`config.mk`:
```
export PLATFORM = sky130hd
export DESIGN_NAME = regfile_arbiter
export DESIGN_NICKNAME = d
export VERILOG_FILES = /design/src/rtl/regfile_arbiter.sv
export SDC_FILE = /design/constraint.sdc
export NUM_CORES = 1
export LEC_CHECK = 0
export CAP_MARGIN = 15
export CORE_MARGIN = 5
export CORE_UTILIZATION = 39
export DETAILED_ROUTE_END_ITERATION = 12
export PLACE_DENSITY = 0.94
export SLEW_MARGIN = 25
export SYNTH_ARGS = -nofsm -noshare
export SYNTH_HDL_FRONTEND = slang
export SYNTH_SLANG_ARGS = --single-unit
```
`constraint.sdc`:
```
create_clock -name clk -period 3.06 [get_ports clk]
set_clock_uncertainty 0.1 [all_clocks]
set_input_delay 0.459 -clock clk [delete_from_list [all_inputs] [get_ports clk]]
set_output_delay 0.459 -clock clk [all_outputs]
set_load 0.02 [all_outputs]
```
`src/rtl/regfile_arbiter.sv`:
```
// Single-port regfile access controller: priority write, round-robin reads, bounded read starvation.
// Optional x0 write/read filtering is enabled with `define REGARB_X0_FILTER_EN.
module regfile_arbiter #(
   parameter int ADDR_W     = 5,
   parameter int DATA_W     = 32,
   parameter int STARVE_LIM = 4
) (
   input  logic              clk,
   input  logic              rst,
   input  logic              rdy,
   input  logic              rs1_valid,
   input  logic [ADDR_W-1:0] rs1_addr,
   output logic              rs1_ready,
   output logic              rs1_rvalid,
   output logic [DATA_W-1:0] rs1_rdata,
   input  logic              rs2_valid,
   input  logic [ADDR_W-1:0] rs2_addr,
   output logic              rs2_ready,
   output logic              rs2_rvalid,
   output logic [DATA_W-1:0] rs2_rdata,
   input  logic              wb_valid,
   input  logic [ADDR_W-1:0] wb_addr,
   input  logic [DATA_W-1:0] wb_data,
   output logic              wb_ready,
   output logic              rf_en,
   output logic              rf_rw,
   output logic [ADDR_W-1:0] rf_id,
   output logic [DATA_W-1:0] rf_wdata,
   input  logic [DATA_W-1:0] rf_rdata
);

   localparam logic [3:0] LIM = 4'(STARVE_LIM);

   logic              ptr_q, ptr_d;
   logic [3:0]        starve_q, starve_d;
   logic              s1_vld_q, s1_tgt_q, s1_zero_q;
   logic              rv1_q, rv2_q;
   logic [DATA_W-1:0] d1_q, d2_q;

   logic go, wb_x0, starve_ok, wr_win, rd_pend, rd_win, pick2, rd_zero;
   logic [ADDR_W-1:0] rd_addr;

   always_comb begin
      go        = rdy & ~rst;
      wb_x0     = 1'b0;
      rd_zero   = 1'b0;
      starve_ok = (starve_q < LIM);
      rd_pend   = rs1_valid | rs2_valid;
      pick2     = rs2_valid & (~rs1_valid | ptr_q);
      rd_addr   = pick2 ? rs2_addr : rs1_addr;
`ifdef REGARB_X0_FILTER_EN
      wb_x0     = wb_valid & (wb_addr == '0);
      rd_zero   = (rd_addr == '0);
`endif
      // an x0 write is absorbed here, leaving the port free for a read
      wr_win    = go & wb_valid & starve_ok & ~wb_x0;
      rd_win    = go & rd_pend & ~wr_win;

      wb_ready  = go & wb_valid & (starve_ok | wb_x0);
      rs1_ready = rd_win & ~pick2;
      rs2_ready = rd_win & pick2;

      rf_en     = wr_win | rd_win;
      rf_rw     = wr_win;
      rf_id     = '0;
      rf_wdata  = '0;
      if (wr_win) begin
         rf_id    = wb_addr;
         rf_wdata = wb_data;
      end else if (rd_win) begin
         rf_id    = rd_addr;
      end

      ptr_d    = rd_win ? ~pick2 : ptr_q;
      starve_d = starve_q;
      if (rd_win || !rd_pend)
         starve_d = '0;
      else if (wr_win && starve_ok)
         starve_d = starve_q + 4'd1;
   end

   always_ff @(posedge clk) begin
      if (rst) begin
         ptr_q     <= 1'b0;
         starve_q  <= '0;
         s1_vld_q  <= 1'b0;
         s1_tgt_q  <= 1'b0;
         s1_zero_q <= 1'b0;
         rv1_q     <= 1'b0;
         rv2_q     <= 1'b0;
         d1_q      <= '0;
         d2_q      <= '0;
      end else begin
         rv1_q <= 1'b0;
         rv2_q <= 1'b0;
         // everything below freezes while paused; rvalid stays a single-cycle pulse
         if (rdy) begin
            ptr_q     <= ptr_d;
            starve_q  <= starve_d;
            s1_vld_q  <= rd_win;
            s1_tgt_q  <= pick2;
            s1_zero_q <= rd_zero;
            if (s1_vld_q) begin
               if (s1_tgt_q) begin
                  d2_q  <= s1_zero_q ? '0 : rf_rdata;
                  rv2_q <= 1'b1;
               end else begin
                  d1_q  <= s1_zero_q ? '0 : rf_rdata;
                  rv1_q <= 1'b1;
               end
            end
         end
      end
   end

   assign rs1_rvalid = rv1_q;
   assign rs2_rvalid = rv2_q;
   assign rs1_rdata  = d1_q;
   assign rs2_rdata  = d2_q;

endmodule
```
# Word-level counts from Yosys, hierarchy flattened
# Index checks and enable logic that the tools add are counted.
# totals
register_bits,73
latchBits,0
ramBits,0
rom_bits,0
inputBits,85
out_inout_bits,108
elab_cells,45
n_memories,0
# classes
n_addsub,1
mul,0
div_mod_pow,0
magnitude_cmp,1
eq_ne,0
n_shift,0
n_mux,8
bitwise,18
n_reduce_logical,9
# ops
cell,n
32-bit 2-to-1 mux,1
5-bit 2-to-1 mux,3
1-bit bitwise AND,8
4-bit 2-to-1 mux,2
1-bit NOT,7
3-bit AND reduction,2
"4-bit by 1-bit adder with 4-bit output, second input constant",1
"4-bit by 3-bit less-than comparator with 1-bit output, second input constant",1
2-bit AND reduction,2
1-bit OR,3
3-bit OR reduction,1
1-bit 2-to-1 mux,2
2-bit nonzero test,1
1-bit logical AND,1
1-bit zero test,1
1-bit logical OR,1

# Logic depth before layout (Yosys ltp)
# Gate-level depths: netlist (run 1).
# depth
depth_word,9
ltp_mapped,6
ltp_nobuf,4

# Least setup slack after synthesis (run 1)
# OpenSTA, ideal clock, no wires.
# synth_timing
path_type,in2out
startpoint,input rdy
endpoint,output rf_id[0]
arrival_ns,1.378
required_time_ns,2.501
slack_ns,1.123
path_stages,6
n_path_buf,2
cell_sequence,buf_4 > nor2b_2 > and2_1 > buf_4 > nand2_1 > o21ai_1
# synth_between
elab_chain_cells,7
word_cells_on_any_way,8
classes_between,2 x mux; 6 x bitwise
# synth_rtl
item,line,text
from (decl),10,"input logic rdy,"
1-bit bitwise AND *,44,go = rdy & ~rst;
1-bit bitwise AND * (2 in series),56,wr_win = go & wb_valid & starve_ok & ~wb_x0;
net rf_rw,26,"output logic rf_rw,"
1-bit NOT,57,rd_win = go & rd_pend & ~wr_win;
1-bit bitwise AND,57,
5-bit 2-to-1 mux,70,end else if (rd_win) begin
5-bit 2-to-1 mux *,67,if (wr_win) begin
to (decl),27,"output logic [ADDR_W-1:0] rf_id,"
# Mark *: on every way through the listed nets, which the timed path passes. The rest lies on a longest branch.

# Worst setup path in the final report (run 1)
# layout_timing
startpoint,input wb_valid
endpoint,output rf_id[3]
# layout_between
elab_chain_cells,6
# layout_rtl
item,line,text
from (decl),21,"input logic wb_valid,"
1-bit bitwise AND * (2 in series),56,
1-bit NOT,57,
1-bit bitwise AND,57,
5-bit 2-to-1 mux,70,
5-bit 2-to-1 mux *,67,
# Mark *: on every way between the ends. The rest lies on a longest branch, timed or not.

==> impl_metrics.py, run 1 <==
metrics = {
    "outcome": {
        "status": "complete, no violations",
    },
    "detailed_routing": {
        "vias": 3317,
        "routed_wl_um": 11100,
        "ant_nets": 0,
        "wl_per_cell_um": 16.6,
        "drtIter0Drc": 78,
        "drc": 0,
        "routed_via_density": 4.95,
        "dr.pass1.iters": 4,
    },
    "min_path": {
        "min_path_type": "reg2reg",
        "min_delay_worst_endpoint": "rs1_rdata[28]",
        "worstHoldStart": "rs1_rdata[28]",
        "holdPathStages": 2,
    },
    "timing": {
        "fin_tns_setup_ns": 0,
        "finalCritPeriodShare_pct": 93.6,
        "worst_pin_slew_ns": 0.717,
        "max_freq_mhz": 349,
        "slew_viol_final": 0,
        "setup_viol": 0,
        "hold_ws_ns": 0.355,
        "worst_slack_ns": 0.196,
        "rsz0062_at_grt": "false",
        "period_needed_ns": 2.86,
        "slew_headroom_pct": 52.2,
        "hold_viol_final": 0,
    },
    "floorplanning": {
        "dieArea_sq_um": 9470,
        "num_io_pins": 193,
        "die_y_um": 97.3,
        "core_sq_um": 7330,
        "start_util_pct": 40.6,
        "fp-row-count": 31,
        "dieWidth_um": 97.3,
    },
    "cts": {
        "path_clk_slew_ns": 0.08,
        "cts_max_path_buffers": 2,
        "numCtsBuffers": 9,
        "htree_levels": 3,
        "cts-root-buf": "clkbuf_8",
        "hold_buffers": 0,
        "cts_sinks": 73,
        "clock_latency_ns": 0.33,
        "cts_tree": "done",
    },
    "place": {
        "io_buffers": 192,
        "preCtsSetupSlack_ns": 0.146,
        "post-dp-hpwl_um": 8640,
        "dpl_cell_area_sq_um": 4940,
        "place.gp.congestion": 0.875,
    },
    "critical_path": {
        "rrSetupSlack_ns": 1.53,
        "startpoint_type": "input port",
        "cp.required_ns": 2.50,
        "worstSetupPathType": "in2out",
        "cp-end-kind": "primary output",
        "r2r-start": "starve_q[3]",
        "cp_max_fo": 8,
        "r2r_cells": 5,
        "r2r-end": "starve_q[0]",
        "cp.arrival_ns": 2.30,
    },
    "layout": {
        "multiInputGateArea_sq_um": 1340,
        "final_common_cell": "clkdlybuf4s50_1",
        "final_nets": 652,
        "fillers": 540,
        "antenna_cells": 0,
        "design_area_sq_um": 5130,
        "area_growth_pct": 72.4,
        "seq_area_sq_um": 1460,
        "layout-drive-gt1-share_pct": 6.13,
        "final_cell_mix": "191 x clkdlybuf4s50_1, 136 x nand2_1, 73 x dfxtp_1",
    },
    "pwr": {
        "powerDensity_nw_per_um2": 382,
        "finalPower_uw": 1960,
        "p_leak_uw": 0.00190,
        "vdd.ir_drop.worst_mv": 0.235,
    },
    "logic_synthesis": {
        "avgSynthCellArea_sq_um": 7.76,
        "yosysWarnings": 0,
        "synth.net_count": 469,
        "syn_inst": 383,
        "yosysSeqAreaShare_pct": 49.2,
        "ys_ff_latch": 73,
        "ys_types": 29,
        "synth_area_sq_um": 2970,
    },
    "global_route": {
        "grt.busiest_layer": "met2",
        "grt_use_met2_pct": 42.1,
        "antenna_found_initial": 0,
        "met3_usage_pct": 9.69,
        "grt_pass1_wl_um": 17200,
        "grt_pass1_vias": 3324,
        "grt_start_max_net_pins": 73,
        "track_usage_pct": 22.6,
        "gr-usage-met1_pct": 22.3,
        "gr-total-overflow": 0,
    },
    "run": {
        "max_cap_violations": 0,
    },
}
==> routing by layer <==
layer	up-vias	wire [um]
met5	-	0
met1	1524	3990
met3	16	1060
met2	159	5810
met4	0	246
li1	1618	-
==> logic make-up (layout without fill, tap and decap cells) <==
logic type	Yosys count	after routing	share of synthesized area [%]
adders and majority gates	1	1	0.421
muxes	6	6	2.06
DFF	73	73	49.2
and+or+nand+nor	188	188	28.3
buffers and inverters	35	223	5.98
AOI/OAI and AO/OA	80	80	14.1
==> worst max-delay path, cell delays in order <==
cell and delay [ns]:
clkdlybuf4s50_1 0.46, nor3b_4 0.22, and2_1 0.32, nand2_1 0.11
o21ai_1 0.10, clkdlybuf4s50_1 0.63
==> cells in the mapped netlist <==
| master | n | area share [%] |
|---|---|---|
| nand3b_1 | 1 | 0.25 |
| nor2_1 | 5 | 0.63 |
| a211oi_1 | 2 | 0.50 |
| buf_4 | 9 | 2.3 |
| nand3_1 | 3 | 0.50 |
| a31o_1 | 1 | 0.29 |
| nor2_2 | 1 | 0.21 |
| mux2_2 | 1 | 0.38 |
| o21ai_1 | 5 | 0.84 |
| ha_1 | 1 | 0.42 |
| mux2i_1 | 5 | 1.7 |
| nor2b_1 | 1 | 0.21 |
| and3_4 | 1 | 0.38 |
| and2_1 | 1 | 0.21 |
| nor2b_2 | 1 | 0.29 |
| a41oi_1 | 1 | 0.29 |
| inv_1 | 3 | 0.38 |
| dfxtp_1 | 73 | 49 |
| nand2b_1 | 3 | 0.63 |
| o21bai_1 | 1 | 0.25 |
| o21ai_2 | 1 | 0.29 |
| o21ai_0 | 1 | 0.17 |
| buf_2 | 10 | 1.7 |
| clkbuf_1 | 11 | 1.4 |
| and3_1 | 34 | 7.2 |
| nor3b_4 | 1 | 0.63 |
| nand2_1 | 136 | 17 |
| buf_1 | 2 | 0.25 |
| a21oi_1 | 68 | 11 |
==> worst max-delay path by stage <==
stage,end,cells past startpoint,slack (ns),start
floorplan,rf_id[0],6,1.12,rdy
global placement,rf_wdata[23],5,0.22,wb_valid
detailed placement,rf_id[3],6,0.15,rs1_valid
CTS,rf_id[3],6,0.15,rs1_valid
global route,rf_id[3],6,0.05,wb_valid
finish,rf_id[3],6,0.20,wb_valid
==> registers in the layout, summed over array words and instances, names as in the netlist <==
signal	flops
rs1_rvalid	1
rs2_rdata	32
rs1_rdata	32
s1_vld_q	1
ptr_q	1
rs2_rvalid	1
starve_q	4
s1_tgt_q	1
==> power breakdown <==
group          switching [uW]  leakage (uW)  internal (uW)
clock network             362     0.0000805            316
logic                     135       0.00123            172
registers                8.58      0.000590            963
total                     505       0.00190           1450
==> what timing repair did <==
item	in CTS	in global routing
buffers inserted	0	0
gates resized for setup	0	1
setup endpoints to repair	0	1
==> stage by stage <==
stage / util (%) / cells
2_1_floorplan: - / 383
3_3_place_gp: 67.3 / 654
3_5_place_dp: 67.3 / 654
4_1_cts: 69.8 / 670
5_1_grt: 69.9 / 670
6_report: 69.9 / 670
==> cell type report <==
| type | count | area share (%) |
|---|---|---|
| Timing Repair Buffer | 204 | 39.2 |
| Clock buffer | 10 | 2.68 |
| Clock inverter | 6 | 0.854 |
| Inverter | 3 | 0.220 |
| Tap cell | 99 | 2.42 |
| Sequential cell | 73 | 28.5 |
| Multi-Input combinational cell | 275 | 26.2 |
Power figures use the tool's default switching activity.
==> run 2: changes to the inputs <==
--- a/config.mk
+++ b/config.mk
@@ -9,8 +9,9 @@
 export CORE_MARGIN = 5
 export CORE_UTILIZATION = 39
 export DETAILED_ROUTE_END_ITERATION = 12
-export PLACE_DENSITY = 0.94
+export PLACE_DENSITY_LB_ADDON = 0.12
 export SLEW_MARGIN = 25
 export SYNTH_ARGS = -nofsm -noshare
 export SYNTH_HDL_FRONTEND = slang
 export SYNTH_SLANG_ARGS = --single-unit
+export TNS_END_PERCENT = 1
==> run 2 against run 1 <==
Die area unchanged. First-iteration DRC count up 51%. Cell area up 0.22%. Worst hold slack worse by 0.0014 ns. Via count down 1.4%. Utilization up 0.15 points. Largest cell class unchanged. Highest routed layer unchanged.
==> impl_metrics.py, run 2 (same netlist as run 1, synthesis figures left out) <==
metrics = {
    "layout": {
        "multiInputGateArea_sq_um": 1330,
        "layout-drive-gt1-share_pct": 6.13,
        "fin_cells": 670,
        "antenna_cells": 0,
        "final_common_cell": "clkdlybuf4s50_1",
        "area_growth_pct": 72.8,
        "final_cell_mix": "191 x clkdlybuf4s50_1, 136 x nand2_1, 73 x dfxtp_1",
        "final_nets": 652,
        "seq_area_sq_um": 1460,
        "fillers": 625,
    },
    "min_path": {
        "min_path_type": "reg2reg",
    },
    "global_route": {
        "grt_start_max_net_pins": 73,
        "antenna_found_initial": 0,
        "grt_pass1_wl_um": 16000,
        "gr-total-overflow": 0,
        "track_usage_pct": 20.6,
        "grt_pass1_vias": 3242,
    },
    "floorplanning": {
        "dieWidth_um": 97.3,
        "die_y_um": 97.3,
        "core_sq_um": 7330,
        "num_io_pins": 193,
        "fp-row-count": 31,
        "start_util_pct": 40.6,
        "dieArea_sq_um": 9470,
    },
    "cts": {
        "cts-root-buf": "clkbuf_8",
        "hold_buffers": 0,
        "htree_levels": 3,
        "numCtsBuffers": 9,
        "cts_max_path_buffers": 2,
        "clock_latency_ns": 0.33,
        "path_clk_slew_ns": 0.08,
        "cts_sinks": 73,
        "cts_resized": 0,
        "cts_tree": "done",
        "post_cts_buffers": 0,
    },
    "timing": {
        "worst_slack_ns": 0.242,
        "hold_viol_final": 0,
        "finalCritPeriodShare_pct": 92.1,
        "setup_viol": 0,
        "rsz0062_at_grt": "false",
        "slew_headroom_pct": 50.8,
        "slew_viol_final": 0,
        "fin_tns_setup_ns": 0,
        "worst_pin_slew_ns": 0.738,
        "max_freq_mhz": 355,
        "period_needed_ns": 2.82,
    },
    "critical_path": {
        "critPathSlowestCell": "clkdlybuf4s50_1",
        "critPathMaxStageDelay_ns": 0.61,
        "crit_chain": "clkdlybuf4s50_1 -> nor2b_2 -> buf_4 -> and3_1 -> clkdlybuf4s50_1",
        "cp.required_ns": 2.50,
        "worstSetupPathType": "in2out",
        "startpoint_type": "input port",
        "cp-end-kind": "primary output",
        "timing.critical_path.mode_cell": "clkdlybuf4s50_1",
        "cp_top_family": "buffers and inverters",
        "worst-path-buf-inv": 3,
        "cp.arrival_ns": 2.26,
        "cp_max_fo": 32,
    },
    "detailed_routing": {
        "routed_via_density": 4.88,
        "ant_nets": 0,
        "dr.pass1.iters": 5,
        "drtIter0Drc": 118,
        "routed_wl_um": 10100,
        "wl_per_cell_um": 15.0,
        "vias": 3272,
        "drc": 0,
    },
    "pwr": {
        "p_leak_uw": 0.00191,
        "vdd.ir_drop.worst_mv": 0.225,
        "powerDensity_nw_per_um2": 395,
        "finalPower_uw": 2030,
    },
    "place": {
        "io_buffers": 192,
        "place.gp.congestion": 0.853,
        "preCtsSetupSlack_ns": 0.252,
        "dp.cells": 654,
        "post-dp-hpwl_um": 7670,
    },
    "run": {
        "max_cap_violations": 0,
    },
    "outcome": {
        "status": "complete, no violations",
    },
}
-- run 2: cell types whose count changed in the layout (fill, tap and decap cells not counted), sizes merged --
| cell | before | now |
|---|---|---|
| clkbuf | 10 | 9 |
| bufinv | 0 | 1 |
| inv | 3 | 5 |
| clkinvlp | 4 | 2 |
-- run 2: cell type report --
| type | count | share of cell area (%) |
|---|---|---|
| Sequential cell | 73 | 28.4 |
| Clock buffer | 9 | 2.41 |
| Multi-Input combinational cell | 275 | 26.0 |
| Inverter | 3 | 0.219 |
| Timing Repair Buffer | 204 | 39.1 |
| Tap cell | 99 | 2.41 |
| Clock inverter | 7 | 1.49 |
-- run 2: routing by layer --
| metal | share of wire (%) | global-route usage, % | vias to the layer above |
|---|---|---|---|
| met5 | 0 | 0 | - |
| met4 | 2.0 | 6.82 | 0 |
| met3 | 8.2 | 8.40 | 17 |
| met2 | 51 | 36.8 | 118 |
| met1 | 39 | 21.9 | 1520 |
| li1 | - | - | 1617 |
-- run 2: through the flow --
step | instance area, sq um | hold WS [ns] | util [%]
2_1_floorplan | 2970 | 0.366 | -
3_3_place_gp | 4940 | 0.341 | 67.3
3_5_place_dp | 4940 | 0.346 | 67.3
4_1_cts | 5140 | 0.357 | 70.1
5_1_grt | 5140 | 0.365 | 70.1
6_report | 5140 | 0.354 | 70.1
-- run 2: worst reg2reg max path, stage by stage (launching register included) --
cell and delay, ns:
dfxtp_1 0.39, nand3_1 0.35, buf_4 0.37, nand2_1 0.11, a21oi_1 0.06
-- run 2: path summary, 6_finish.rpt --
| check | cells past startpoint | end | from | slack [ns] |
|---|---|---|---|---|
| max | 5 | rf_wdata[3] | rdy | 0.24 |
| min | 2 | rs1_rdata[5] | rs1_rdata[5] | 0.35 |
| min reg2reg | 2 | rs1_rdata[5] | rs1_rdata[5] | 0.35 |
| max reg2reg | 4 | rs1_rdata[8] | s1_vld_q | 1.54 |
-- run 2: power by group --
part | switching (uW) | internal, uW | leakage (uW)
registers | 7.92 | 963 | 0.000590
logic | 131 | 172 | 0.00122
clock network | 373 | 382 | 0.0000962
total | 511 | 1520 | 0.00191
